### config.mk
export PLATFORM = sky130hd
export DESIGN_NAME = oc8051_symbolic_cxrom_lazy_flat
export DESIGN_NICKNAME = d
export VERILOG_FILES = /design/src/rtl/oc8051_symbolic_cxrom_lazy_if.sv /design/src/rtl/oc8051_symbolic_cxrom_lazy.sv /design/src/flat_wrapper.sv
export SDC_FILE = /design/constraint.sdc
export NUM_CORES = 1
export LEC_CHECK = 0
export BUFFER_PORTS_ARGS = -buffer_cell sky130_fd_sc_hd__buf_2
export CAP_MARGIN = 20
export CORE_ASPECT_RATIO = 0.5
export CORE_UTILIZATION = 25
export CTS_BUF_LIST = sky130_fd_sc_hd__clkbuf_16
export CTS_CLUSTER_SIZE = 25
export DETAILED_ROUTE_END_ITERATION = 12
export SYNTH_ARGS = -nofsm -noshare
export SYNTH_HDL_FRONTEND = slang
export SYNTH_SLANG_ARGS = --single-unit
### constraint.sdc
create_clock -name clk -period 12.4 [get_ports clk]
set_input_delay 0.62 -clock clk [delete_from_list [all_inputs] [get_ports clk]]
set_output_delay 0.62 -clock clk [all_outputs]
set_load 0.1 [all_outputs]
### src/rtl/oc8051_symbolic_cxrom_lazy_if.sv
// Bus bundle for the symbolic code ROM: one multi-byte implementation fetch port
// and GM_PORTS golden-model byte ports, all combinational reads.
interface oc8051_symbolic_cxrom_lazy_if #(
    parameter int FETCH_BYTES = 4,
    parameter int GM_PORTS    = 3
);
    logic [15:0]               cxrom_addr;
    logic                      cxrom_rd;
    logic [FETCH_BYTES*8-1:0]  cxrom_data_out;
    logic [GM_PORTS*16-1:0]    rd_addr;
    logic [GM_PORTS-1:0]       rd_en;
    logic [GM_PORTS*8-1:0]     rd_data;

    modport master (
        output cxrom_addr, cxrom_rd, rd_addr, rd_en,
        input  cxrom_data_out, rd_data
    );

    modport slave (
        input  cxrom_addr, cxrom_rd, rd_addr, rd_en,
        output cxrom_data_out, rd_data
    );
endinterface

### src/rtl/oc8051_symbolic_cxrom_lazy.sv
// Symbolic code ROM whose cells bind to word_in on first strobed read (lazy latching).
// Define OC8051_SYMROM_ALIAS_EN to wrap addresses modulo DEPTH instead of flagging out-of-range.
module oc8051_symbolic_cxrom_lazy #(
    parameter int DEPTH_LOG2  = 4,
    parameter int FETCH_BYTES = 4,
    parameter int GM_PORTS    = 3
) (
    input  logic                           clk,
    input  logic                           rst,
    input  logic [(1<<DEPTH_LOG2)*8-1:0]   word_in,
    oc8051_symbolic_cxrom_lazy_if.slave    bus,
    output logic [(1<<DEPTH_LOG2)-1:0]     latched,
    output logic [DEPTH_LOG2:0]            used_cnt,
    output logic                           all_latched,
    output logic                           oob_err
);
    localparam int DEPTH = 1 << DEPTH_LOG2;
    localparam int NACC  = FETCH_BYTES + GM_PORTS;
    localparam int CW    = DEPTH_LOG2 + 1;

    logic [7:0]            data_reg [DEPTH];
    logic [DEPTH-1:0]      latched_reg;
    logic [CW-1:0]         used_cnt_reg;
    logic                  oob_err_reg;

    logic [7:0]            cell_val [DEPTH];
    logic [15:0]           acc_addr [NACC];
    logic [NACC-1:0]       acc_en;
    logic [NACC-1:0]       acc_inr;
    logic [DEPTH_LOG2-1:0] acc_idx  [NACC];
    logic [7:0]            acc_data [NACC];
    logic [DEPTH-1:0]      hit;
    logic [DEPTH-1:0]      bind_next;
    logic [CW-1:0]         bind_cnt;
    logic                  oob_next;

    genvar gi;
    generate
        // Unbound cells bypass word_in so the first reader sees exactly the value that gets bound.
        for (gi = 0; gi < DEPTH; gi++) begin : g_cell
            assign cell_val[gi] = latched_reg[gi] ? data_reg[gi] : word_in[8*gi +: 8];
        end
        for (gi = 0; gi < FETCH_BYTES; gi++) begin : g_fetch
            assign acc_addr[gi] = bus.cxrom_addr + 16'(gi);
            assign acc_en[gi]   = bus.cxrom_rd;
            assign bus.cxrom_data_out[8*gi +: 8] = acc_data[gi];
        end
        for (gi = 0; gi < GM_PORTS; gi++) begin : g_gm
            assign acc_addr[FETCH_BYTES+gi] = bus.rd_addr[16*gi +: 16];
            assign acc_en[FETCH_BYTES+gi]   = bus.rd_en[gi];
            assign bus.rd_data[8*gi +: 8]   = acc_data[FETCH_BYTES+gi];
        end
        for (gi = 0; gi < NACC; gi++) begin : g_acc
            assign acc_idx[gi] = acc_addr[gi][DEPTH_LOG2-1:0];
`ifdef OC8051_SYMROM_ALIAS_EN
            assign acc_inr[gi] = 1'b1;
`else
            assign acc_inr[gi] = (32'(acc_addr[gi]) < 32'(DEPTH));
`endif
            assign acc_data[gi] = acc_inr[gi] ? cell_val[acc_idx[gi]] : 8'h00;
        end
    endgenerate

    // Several ports hitting one cell collapse into a single bind.
    always_comb begin
        hit      = '0;
        oob_next = 1'b0;
        for (int a = 0; a < NACC; a++) begin
            if (acc_en[a] && acc_inr[a])
                hit[acc_idx[a]] = 1'b1;
            if (acc_en[a] && !acc_inr[a])
                oob_next = 1'b1;
        end
        bind_next = hit & ~latched_reg;
        bind_cnt  = '0;
        for (int i = 0; i < DEPTH; i++)
            bind_cnt = bind_cnt + CW'(bind_next[i]);
    end

    always_ff @(posedge clk or negedge rst) begin
        if (!rst) begin
            latched_reg  <= '0;
            used_cnt_reg <= '0;
            oob_err_reg  <= 1'b0;
            for (int i = 0; i < DEPTH; i++)
                data_reg[i] <= 8'h00;
        end else begin
            latched_reg  <= latched_reg | bind_next;
            used_cnt_reg <= used_cnt_reg + bind_cnt;
            oob_err_reg  <= oob_err_reg | oob_next;
            for (int i = 0; i < DEPTH; i++)
                if (bind_next[i])
                    data_reg[i] <= word_in[8*i +: 8];
        end
    end

    assign latched     = latched_reg;
    assign used_cnt    = used_cnt_reg;
    assign all_latched = (used_cnt_reg == CW'(DEPTH));
    assign oob_err     = oob_err_reg;
endmodule

### src/flat_wrapper.sv
// flat-port wrapper written by rule: the top's interface ports become plain ports
module oc8051_symbolic_cxrom_lazy_flat 
#(
    parameter int DEPTH_LOG2  = 4,
    parameter int FETCH_BYTES = 4,
    parameter int GM_PORTS    = 3
)
  (clk, rst, word_in, latched, used_cnt, all_latched, oob_err, bus_cxrom_addr, bus_cxrom_rd, bus_rd_addr, bus_rd_en, bus_cxrom_data_out, bus_rd_data);
  oc8051_symbolic_cxrom_lazy_if #(.FETCH_BYTES(FETCH_BYTES), .GM_PORTS(GM_PORTS)) bus_i ();
  input  logic clk;
  input  logic rst;
  input  logic [(1<<DEPTH_LOG2)*8-1:0] word_in;
  output logic [(1<<DEPTH_LOG2)-1:0] latched;
  output logic [DEPTH_LOG2:0] used_cnt;
  output logic all_latched;
  output logic oob_err;
  input wire logic [$bits(bus_i.cxrom_addr)-1:0] bus_cxrom_addr;
  input wire logic [$bits(bus_i.cxrom_rd)-1:0] bus_cxrom_rd;
  input wire logic [$bits(bus_i.rd_addr)-1:0] bus_rd_addr;
  input wire logic [$bits(bus_i.rd_en)-1:0] bus_rd_en;
  output wire logic [$bits(bus_i.cxrom_data_out)-1:0] bus_cxrom_data_out;
  output wire logic [$bits(bus_i.rd_data)-1:0] bus_rd_data;
  assign bus_i.cxrom_addr = bus_cxrom_addr;
  assign bus_i.cxrom_rd = bus_cxrom_rd;
  assign bus_i.rd_addr = bus_rd_addr;
  assign bus_i.rd_en = bus_rd_en;
  assign bus_cxrom_data_out = bus_i.cxrom_data_out;
  assign bus_rd_data = bus_i.rd_data;
  oc8051_symbolic_cxrom_lazy #(.DEPTH_LOG2(DEPTH_LOG2), .FETCH_BYTES(FETCH_BYTES), .GM_PORTS(GM_PORTS)) u_core (.clk(clk), .rst(rst), .word_in(word_in), .bus(bus_i), .latched(latched), .used_cnt(used_cnt), .all_latched(all_latched), .oob_err(oob_err));
endmodule
==> flow_metrics.py <==
metrics = {
    "die": {
        "start_util": 0.2564,
        "dieWidth_um": 375.2,
        "io_pins": 277,
        "die_h_um": 188.6,
        "rows": 67,
        "core_sq_um": 67900,
        "dieArea_sq_um": 70760,
    },
    "logic_synthesis": {
        "synth.distinct_cells": 74,
        "postSynthAreaPerCell_sq_um": 11.82,
        "yosys_warnings": 0,
        "netlist_area_sq_um": 17410,
        "ys_ff_latch": 150,
        "synthMostInstantiatedCell": "mux4_2",
        "synth_cells": 1473,
        "synth-edff-count": 0,
        "synth_common_cells": "247 x mux4_2, 159 x mux2i_1, 150 x dfrtp_1, 98 x mux2_2, 97 x nand2_1",
        "synth_nets": 1702,
        "ys.flop_type": "dfrtp_1",
        "netlist_top_cells_area": "mux4_2 32%, dfrtp_1 22%, mux2i_1 9.1%",
        "yosys.area.top_type": "mux4_2",
        "synth-async-reset-ratio": 1.000,
        "synthDominantCellAreaShare": 0.3195,
        "seq_area_frac_synth": 0.2156,
    },
    "timing": {
        "setup_viol": 0,
        "hold_viol": 0,
        "clock.fmax_ghz": 0.1266,
        "slew_headroom": 0.2003,
        "setup_tns_ns": 0,
        "slew_viol_final": 0,
        "grt_setup_unrepaired": "no",
        "final.setup_skew_ns": 0.009801,
        "post-route-period-util": 0.6370,
        "timing.final.crit_period_ns": 7.898,
        "worstMarginPinSlew_ns": 1.195,
    },
    "placement": {
        "hpwl_um": 51780,
        "io_buffer_count": 276,
        "routabilityCongestion": 0.9443,
    },
    "worst_setup_path": {
        "worstSetupEndpointType": "flop",
        "path_cells": "buf_2, buf_4, inv_2, ha_1, and3b_1, nand4_1, xor2_1, nand3_1, nor4_1, o41ai_4, inv_1, fa_1, inv_1, fa_1, fa_1, inv_1, fa_1, ha_1, inv_1, fa_1, inv_1, a21o_1, a21oi_1, xnor2_1",
        "slowest_stage": "o41ai_4",
        "worst-setup-path-type": "in -> reg",
        "crit_path_max_incr_delay_ns": 1.07,
        "crit_fanout": 39,
        "cp-start-kind": "input pin",
        "cp.arrival_ns": 8.24,
        "required_ns": 12.74,
    },
    "global_route": {
        "grt_start_max_net_pins": 89,
        "grt_pass1_vias": 14996,
        "globalRoute.totalOverflow": 0,
        "antenna_found_initial": 0,
        "grtUsageTotal": 0.1909,
        "grt_pass1_wl_um": 101500,
    },
    "finish": {
        "num_antenna_cells": 0,
        "largest_reg_flops": 128,
        "layout-drive-gt1-share": 0.4600,
        "area_growth_pct": 16.58,
        "fin_util": 0.2989,
        "nNetsFinal": 1905,
        "fillCellCount": 6941,
    },
    "outcome": {
        "run_status": "complete, no violations",
    },
    "clocking": {
        "htreeDepth": 4,
        "cts-root-buf": "clkbuf_16",
        "cts_made_buffers": 17,
        "cts_resized": 0,
        "cts_hold_buf": 0,
        "cts_tree": "done",
        "clock-sinks": 150,
        "clk_pin_slew_ns": 0.07,
        "clkLatencyLatePin_ns": 0.45,
        "cts_buffer_depth": 2,
        "post_cts_buffers": 0,
    },
    "route": {
        "num_vias": 15060,
        "dr.pass1.iters": 6,
        "totalWireLength_um": 68410,
        "wire_per_inst_um": 26.45,
        "first_iter_violations": 1471,
        "drtAntennaViolNets": 0,
        "via_per_inst": 5.824,
        "drc_errors": 0,
    },
    "power_and_ir_drop": {
        "power_w": 0.001336,
        "ir_worst_vdd_mv": 0.09793,
        "power.leakage_nw": 8.623,
        "p_int_w": 0.0009085,
        "clkPwrFrac": 0.416,
        "pwr-share-comb": 0.217,
        "switchingPower_w": 0.0004272,
        "seqPwrFrac": 0.366,
        "swShare": 0.3198,
        "powerDensity_nw_per_um2": 65.81,
    },
    "worst_hold_path": {
        "hold_path_class": "in -> async",
    },
    "job": {
        "maxCapViolations": 0,
    },
}
[through the flow]
| stage | setup slack [ns] | hold slack (ns) | instance area (sq um) | std cells |
|---|---|---|---|---|
| 6_report | 4.502 | 0.2072 | 20300 | 2586 |
| 3_3_place_gp | 4.126 | 0.4650 | 19680 | 2553 |
| 4_1_cts | 4.475 | 0.2749 | 20290 | 2585 |
| 2_1_floorplan | 4.852 | 0.3244 | 17410 | 1473 |
| 3_5_place_dp | 4.009 | 0.4812 | 19680 | 2553 |
| 5_1_grt | 3.980 | 0.2777 | 20300 | 2586 |
[layer usage]
layer | share of wire | up-vias | global-route usage
met5 | 0 | - | 0
met4 | 0.063 | 0 | 0.1110
met3 | 0.067 | 185 | 0.02866
met2 | 0.51 | 749 | 0.3361
met1 | 0.36 | 7793 | 0.2216
li1 | - | 6333 | -
[power by group through the flow]
stage	Sequential (W)	Combinational [W]	Clock, W
final	0.000490	0.000290	0.000556
after floorplan	0.000500	0.000176	0
after detailed placement	0.000499	0.000287	0
after CTS	0.000489	0.000288	0.000561
after global placement	0.000499	0.000285	0
after global routing	0.000489	0.000308	0.000580
[critical path: cells and delay by family]
| family | cells | cell delay (ns) |
|---|---|---|
| fa+ha+maj | 7 | 3.08 |
| simple gates | 4 | 1.31 |
| buf+inv | 8 | 1.62 |
| xor+xnor | 2 | 0.29 |
| compound gates | 3 | 1.24 |
[layout make-up]
cell class / count / area [sq um] / area share
clock buffer: 17 / 425.4 / 0.02096
clock inverter: 15 / 185.2 / 0.009124
inverter: 61 / 230.2 / 0.01134
multi-input combinational: 1128 / 12880 / 0.6344
sequential: 150 / 3754 / 0.1849
tap: 897 / 1122 / 0.05530
timing repair buffer: 318 / 1703 / 0.08390
[path summary, 6_finish.rpt]
| path | start | to | slack [ns] | cells after the start |
|---|---|---|---|---|
| worst min register to register | u_core.data_reg[36]$_DFFE_PN0P_ | u_core.data_reg[36]$_DFFE_PN0P_ | 0.49 | 1 |
| max in group asynchronous | rst | u_core.data_reg[77]$_DFFE_PN0N_ | 10.84 | 2 |
| worst max-delay path | bus_cxrom_addr[1] | u_core.used_cnt[4]$_DFF_PN0_ | 4.50 | 24 |
| worst min-delay path | rst | u_core.data_reg[25]$_DFFE_PN0N_ | 0.21 | 1 |
| min in group clk | word_in[92] | u_core.data_reg[36]$_DFFE_PN0P_ | 0.40 | 2 |
| worst max register to register | u_core.latched[10]$_DFF_PN0_ | u_core.used_cnt[4]$_DFF_PN0_ | 7.52 | 17 |
[cell families (layout without fill, tap and decap cells)]
family,after synthesis,after routing,share of synthesized area
AND/OR/NAND/NOR,412,412,0.1258
adder cells (fa/ha/maj),31,31,0.02702
flip-flops,150,150,0.2156
AO/OA/AOI/OAI,127,127,0.07331
multiplexers,534,534,0.4989
buffers and inverters,195,411,0.04729
XOR/XNOR,24,24,0.01207
[layout by cell type (no fill, tap or decap), types with 17 or more instances in the layout]
cell type / synthesis / routed
buf_2: 21 / 274
buf_4: 9 / 42
clkbuf_16: 0 / 17
dfrtp_1: 150 / 150
ha_1: 20 / 19
inv_1: 57 / 58
mux2_2: 98 / 98
mux2_4: 24 / 24
mux2i_1: 159 / 159
mux4_2: 247 / 247
nand2_1: 97 / 97
nand3_1: 39 / 39
nor2_1: 70 / 70
nor3_1: 72 / 72
nor4_1: 55 / 55
o22ai_1: 17 / 17
o31ai_4: 17 / 19
Power figures use the tool's default switching activity.
